===== src/rtl/udp_packet_player.sv =====
// udp_packet_player: buffers one packet of bytes, then replays it as a first/last-framed stream
module udp_packet_player #(
    parameter int DEPTH = 64
) (
    input  logic       clock,
    input  logic       reset,
    input  logic       wr_valid,
    output logic       wr_ready,
    input  logic [7:0] wr_data,
    input  logic       wr_last,
    output logic       udp_rx_valid,
    input  logic       udp_rx_ready,
    output logic       udp_rx_first,
    output logic       udp_rx_last,
    output logic [7:0] udp_rx_payload,
    output logic       udp_rx_last_be,
    output logic       busy,
    output logic       overflow
);
    localparam int AW = $clog2(DEPTH);

    typedef enum logic {FILL, SEND} state_t;

    state_t        state, state_next;
    logic [7:0]    mem [DEPTH];
    logic [AW-1:0] wr_ptr, rd_ptr;
    logic [AW:0]   len;
    logic          discard;
    logic          wr_fire, rx_fire, at_end, store, close, trunc, beat_last;

    // Handshakes, framing flags and next state; payload is forced to zero outside SEND
    always_comb begin
        state_next     = state;
        wr_ready       = state == FILL;
        udp_rx_valid   = state == SEND;
        busy           = state == SEND;
        wr_fire        = wr_valid && wr_ready;
        rx_fire        = udp_rx_valid && udp_rx_ready;
        at_end         = wr_ptr == AW'(DEPTH - 1);
        store          = wr_fire && !discard;
        close          = store && (wr_last || at_end);
        trunc          = store && at_end && !wr_last;
        beat_last      = {1'b0, rd_ptr} == len - (AW + 1)'(1);
        udp_rx_first   = udp_rx_valid && rd_ptr == '0;
        udp_rx_last    = udp_rx_valid && beat_last;
        udp_rx_payload = udp_rx_valid ? mem[rd_ptr] : 8'h00;
        udp_rx_last_be = udp_rx_valid;
        if (close)
            state_next = SEND;
        if (rx_fire && beat_last)
            state_next = FILL;
    end

    // State register
    always_ff @(posedge clock) begin
        if (reset)
            state <= FILL;
        else
            state <= state_next;
    end

    // Pointers, packet length, tail-discard flag and the one-cycle overflow pulse
    always_ff @(posedge clock) begin
        if (reset) begin
            wr_ptr   <= '0;
            rd_ptr   <= '0;
            len      <= '0;
            discard  <= 1'b0;
            overflow <= 1'b0;
        end else begin
            overflow <= trunc;
            if (wr_fire && discard && wr_last)
                discard <= 1'b0;
            if (trunc)
                discard <= 1'b1;
            if (store)
                wr_ptr <= wr_ptr + 1'b1;
            if (close) begin
                len    <= {1'b0, wr_ptr} + (AW + 1)'(1);
                rd_ptr <= '0;
            end
            if (rx_fire) begin
                rd_ptr <= beat_last ? '0 : rd_ptr + 1'b1;
                if (beat_last)
                    wr_ptr <= '0;
            end
        end
    end

    // Packet storage; contents need no reset
    always_ff @(posedge clock) begin
        if (store)
            mem[wr_ptr] <= wr_data;
    end
endmodule


===== config.mk =====
export PLATFORM = sky130hd
export DESIGN_NAME = udp_packet_player
export DESIGN_NICKNAME = d
export VERILOG_FILES = /design/src/rtl/udp_packet_player.sv
export SDC_FILE = /design/constraint.sdc
export NUM_CORES = 1
export LEC_CHECK = 0
export CORE_MARGIN = 4
export CORE_UTILIZATION = 40
export DETAILED_ROUTE_END_ITERATION = 8
export HOLD_SLACK_MARGIN = 0.08
export PLACE_DENSITY = 0.63
export SLEW_MARGIN = 20
export SYNTH_ARGS = -nofsm -noshare
export SYNTH_HDL_FRONTEND = slang
export SYNTH_SLANG_ARGS = --single-unit

===== constraint.sdc =====
create_clock -name clock -period 7.75 [get_ports clock]
set_input_delay 0.775 -clock clock [delete_from_list [all_inputs] [get_ports clock]]
set_output_delay 0.775 -clock clock [all_outputs]
set_load 0.03 [all_outputs]

==> results_dict.tcl <==
set metrics [dict create \
    status "finished clean" \
    relSlewSlack_pct 29.1 \
    cts_max_path_buffers 3 \
    hold_path.class "reg2reg" \
    final_nets 1087 \
    drc 0 \
    setup_viol 0 \
    cts_made_buffers 54 \
    grt_overflow 0 \
    place_area_um2 22200 \
    crit_arrival_ns 4.48 \
    grt_pass1_vias 10394 \
    nFillCells 4356 \
    fin_util_pct 45.4 \
    end_kind "primary output" \
    worst-path-max-fanout 54 \
    yosysMostFrequentCell "edfxtp_1" \
    die_x_um 239 \
    crit_required_ns 6.97 \
    timing.hold.ws_ns 0.518 \
    gp_congestion 0.770 \
    dp.final_hpwl_um 27000 \
    wire_per_inst_um 25.4 \
    cts.repair.resized 0 \
    hold_buffers 0 \
    coreArea_um2 52700 \
    antenna_cells 0 \
    synth.yosys.warnings 0 \
    hold_viol 0 \
    synth_area_leaders "edfxtp_1 72%, mux4_2 14%, dfxtp_1 2.6%, mux4_1 1.6%, nor2_1 1.5%" \
    drtIter0Drc 1117 \
    p_comb_share_pct 4.5 \
    port_buffers 27 \
    cts_root_buffer "clkbuf_16" \
    totalWireLength_um 45800 \
    yosys.area.top_type "edfxtp_1" \
    cellLeakagePower_nw 7.13 \
    ir_drop_uv 142 \
    min_period_over_period_pct 67.8 \
    power.switching_w 0.00124 \
    rows 84 \
    synthesis.area_um2 21300 \
    regArea_um2 15900 \
    clock_latency_ns 0.57 \
    slowest_stage "dfxtp_4" \
    synthCells 1037 \
    clock.fmax_mhz 190 \
    grt_max_degree 67 \
    worstPathCellList "buf_12 -> mux4_1 -> mux4_2 -> a22oi_1 -> o31ai_1 -> clkdlybuf4s50_1" \
    clk_pin_slew_worst_paths_ns 0.06 \
    die_y_um 239 \
    synth-edff-count 512 \
    drtAntennaViolNets 0 \
    p_int_w 0.00471 \
    startpoint_type "flip-flop" \
    num_vias 10115 \
    multi_input_area_um2 5030 \
    skew_ns 0.0140 \
    synth_cell_types 50 \
    firstDrtPassIters 6 \
    cp_slowest_stage_delay_ns 0.96 \
    synth-seq-area-share_pct 74.7 \
    synthFlopType "edfxtp_1" \
    async_flop_share_pct 0 \
    tns_ns 0 \
    min_period_ns 5.25 \
    pwr-share-seq_pct 54.2 \
    antenna_found_initial 0 \
    syn-num-nets 1054 \
    worstSetupPathType "reg2out" \
    die-area_um2 57100 \
    initial_utilization_pct 40.5 \
    grt_pass1_wl_um 68400 \
    worstMarginPinSlew_ns 1.06 \
    grt_usage_pct 16.1 \
    synthTopCellsByCount "512 x edfxtp_1, 132 x mux4_2, 84 x nor2_1" \
    area_growth_syn_to_layout_pct 12.0 \
    switching_share_pct 20.8 \
    final_area_um2 23900 \
    drv_cap 0 \
    cts_sinks 540 \
    yosysTopAreaCellShare_pct 72.0 \
    drive_gt1_share_pct 22.0 \
    power.share.clock_pct 41.3 \
    viasPerCell 5.61 \
    htree_levels 2 \
    ys_ff_latch 540 \
    io_pins 28 \
    cts_setup_buffers 0 \
    rsz0062_at_grt "no" \
    power.density_nw_per_um2 249 \
    cts_tree "built" \
    synth.avg_cell_area_um2 20.6 \
    slew_viol_final 0 \
]
through the flow:
| step | total power, W | setup slack, ns | std cells |
|---|---|---|---|
| 6_report | 0.00596 | 2.50 | 1802 |
| 5_1_grt | 0.00615 | 2.26 | 1802 |
| 4_1_cts | 0.00601 | 2.46 | 1801 |
| 3_5_place_dp | 0.00356 | 3.10 | 1701 |
| 3_3_place_gp | 0.00356 | 3.09 | 1701 |
| 2_1_floorplan | 0.00346 | 4.69 | 1037 |
logic make-up (layout without fill, tap and decap cells):
group	after synthesis	in the layout	share of synthesized area, %
flip-flops	540	540	74.7
AND/OR/NAND/NOR	174	174	3.88
multiplexers	168	168	16.6
buffers and inverters	71	148	1.83
AO/OA/AOI/OAI	65	65	2.09
XOR/XNOR	15	15	0.686
adder cells (fa/ha/maj)	4	4	0.235
cell type report:
class                      count  share of cell area (%)
clock buffer                  68                    6.09
inverter                      10                   0.157
multi-input combinational    426                    21.0
tap                          688                    3.60
timing repair buffer          38                    1.54
sequential                   540                    66.7
clock inverter                32                   0.895
critical path, delay by kind of cell (launching register included):
kind,cells,cell delay [ns]
buffers and inverters,2,1.13
DFF,1,0.96
muxes,2,1.10
AOI/OAI and AO/OA,2,0.62
worst paths after layout:
kind	start	endpoint	slack, ns	depth (start not counted)
max	flip-flop	udp_rx_payload[2]	2.50	6
min	len[1]	len[1]	0.52	2
max reg2reg	busy	mem[3][1]	4.45	3
min reg2reg	len[1]	len[1]	0.52	2
metal layers:
| layer | track usage [%] | vias up | routed length, µm |
|---|---|---|---|
| met1 | 23.4 | 5355 | 19800 |
| met2 | 25.1 | 335 | 21900 |
| met3 | 3.43 | 72 | 3140 |
| li1 | - | 4353 | - |
| met5 | 0 | - | 0 |
| met4 | 4.13 | 0 | 910 |
power groups by stage:
stage                     registers [W]  logic, W  clock network (W)
final                           0.00323  0.000266            0.00246
after global routing            0.00323  0.000286            0.00263
after CTS                       0.00323  0.000269            0.00251
after detailed placement        0.00329  0.000268                  0
after global placement          0.00329  0.000262                  0
after floorplan                 0.00327  0.000187                  0
flip-flops by register name (all words and copies together), names as in the netlist, named ones only:
name and count:
mem 512, wr_ptr 6, rd_ptr 6, overflow 1
discard 1, len 7, busy 1
cells in the final DEF (no fill, tap or decap), types with 3 or more instances in the layout:
master             n
edfxtp_1         512
mux4_2           132
nor2_1            84
clkbuf_16         55
nand2_1           25
dfxtp_1           25
a21oi_1           24
mux2i_1           23
clkdlybuf4s50_1   19
clkinv_2          17
mux4_1            13
a211oi_1          12
buf_4             12
nor2b_1           11
inv_1             10
clkbuf_1          10
nor3_1             9
nand3_1            9
clkinv_1           9
a221o_1            8
xnor2_1            8
xor2_1             6
nand3b_1           5
or2_2              5
a22oi_1            4
nor3b_1            4
ha_1               4
buf_2              4
and2_1             3
o21ai_0            3
a22o_1             3
or3_1              3
a21o_1             3
nand2b_1           3
dfxtp_4            3
clkinv_4           3
clkbuf_8           3
(Power assumes the default switching activity.)
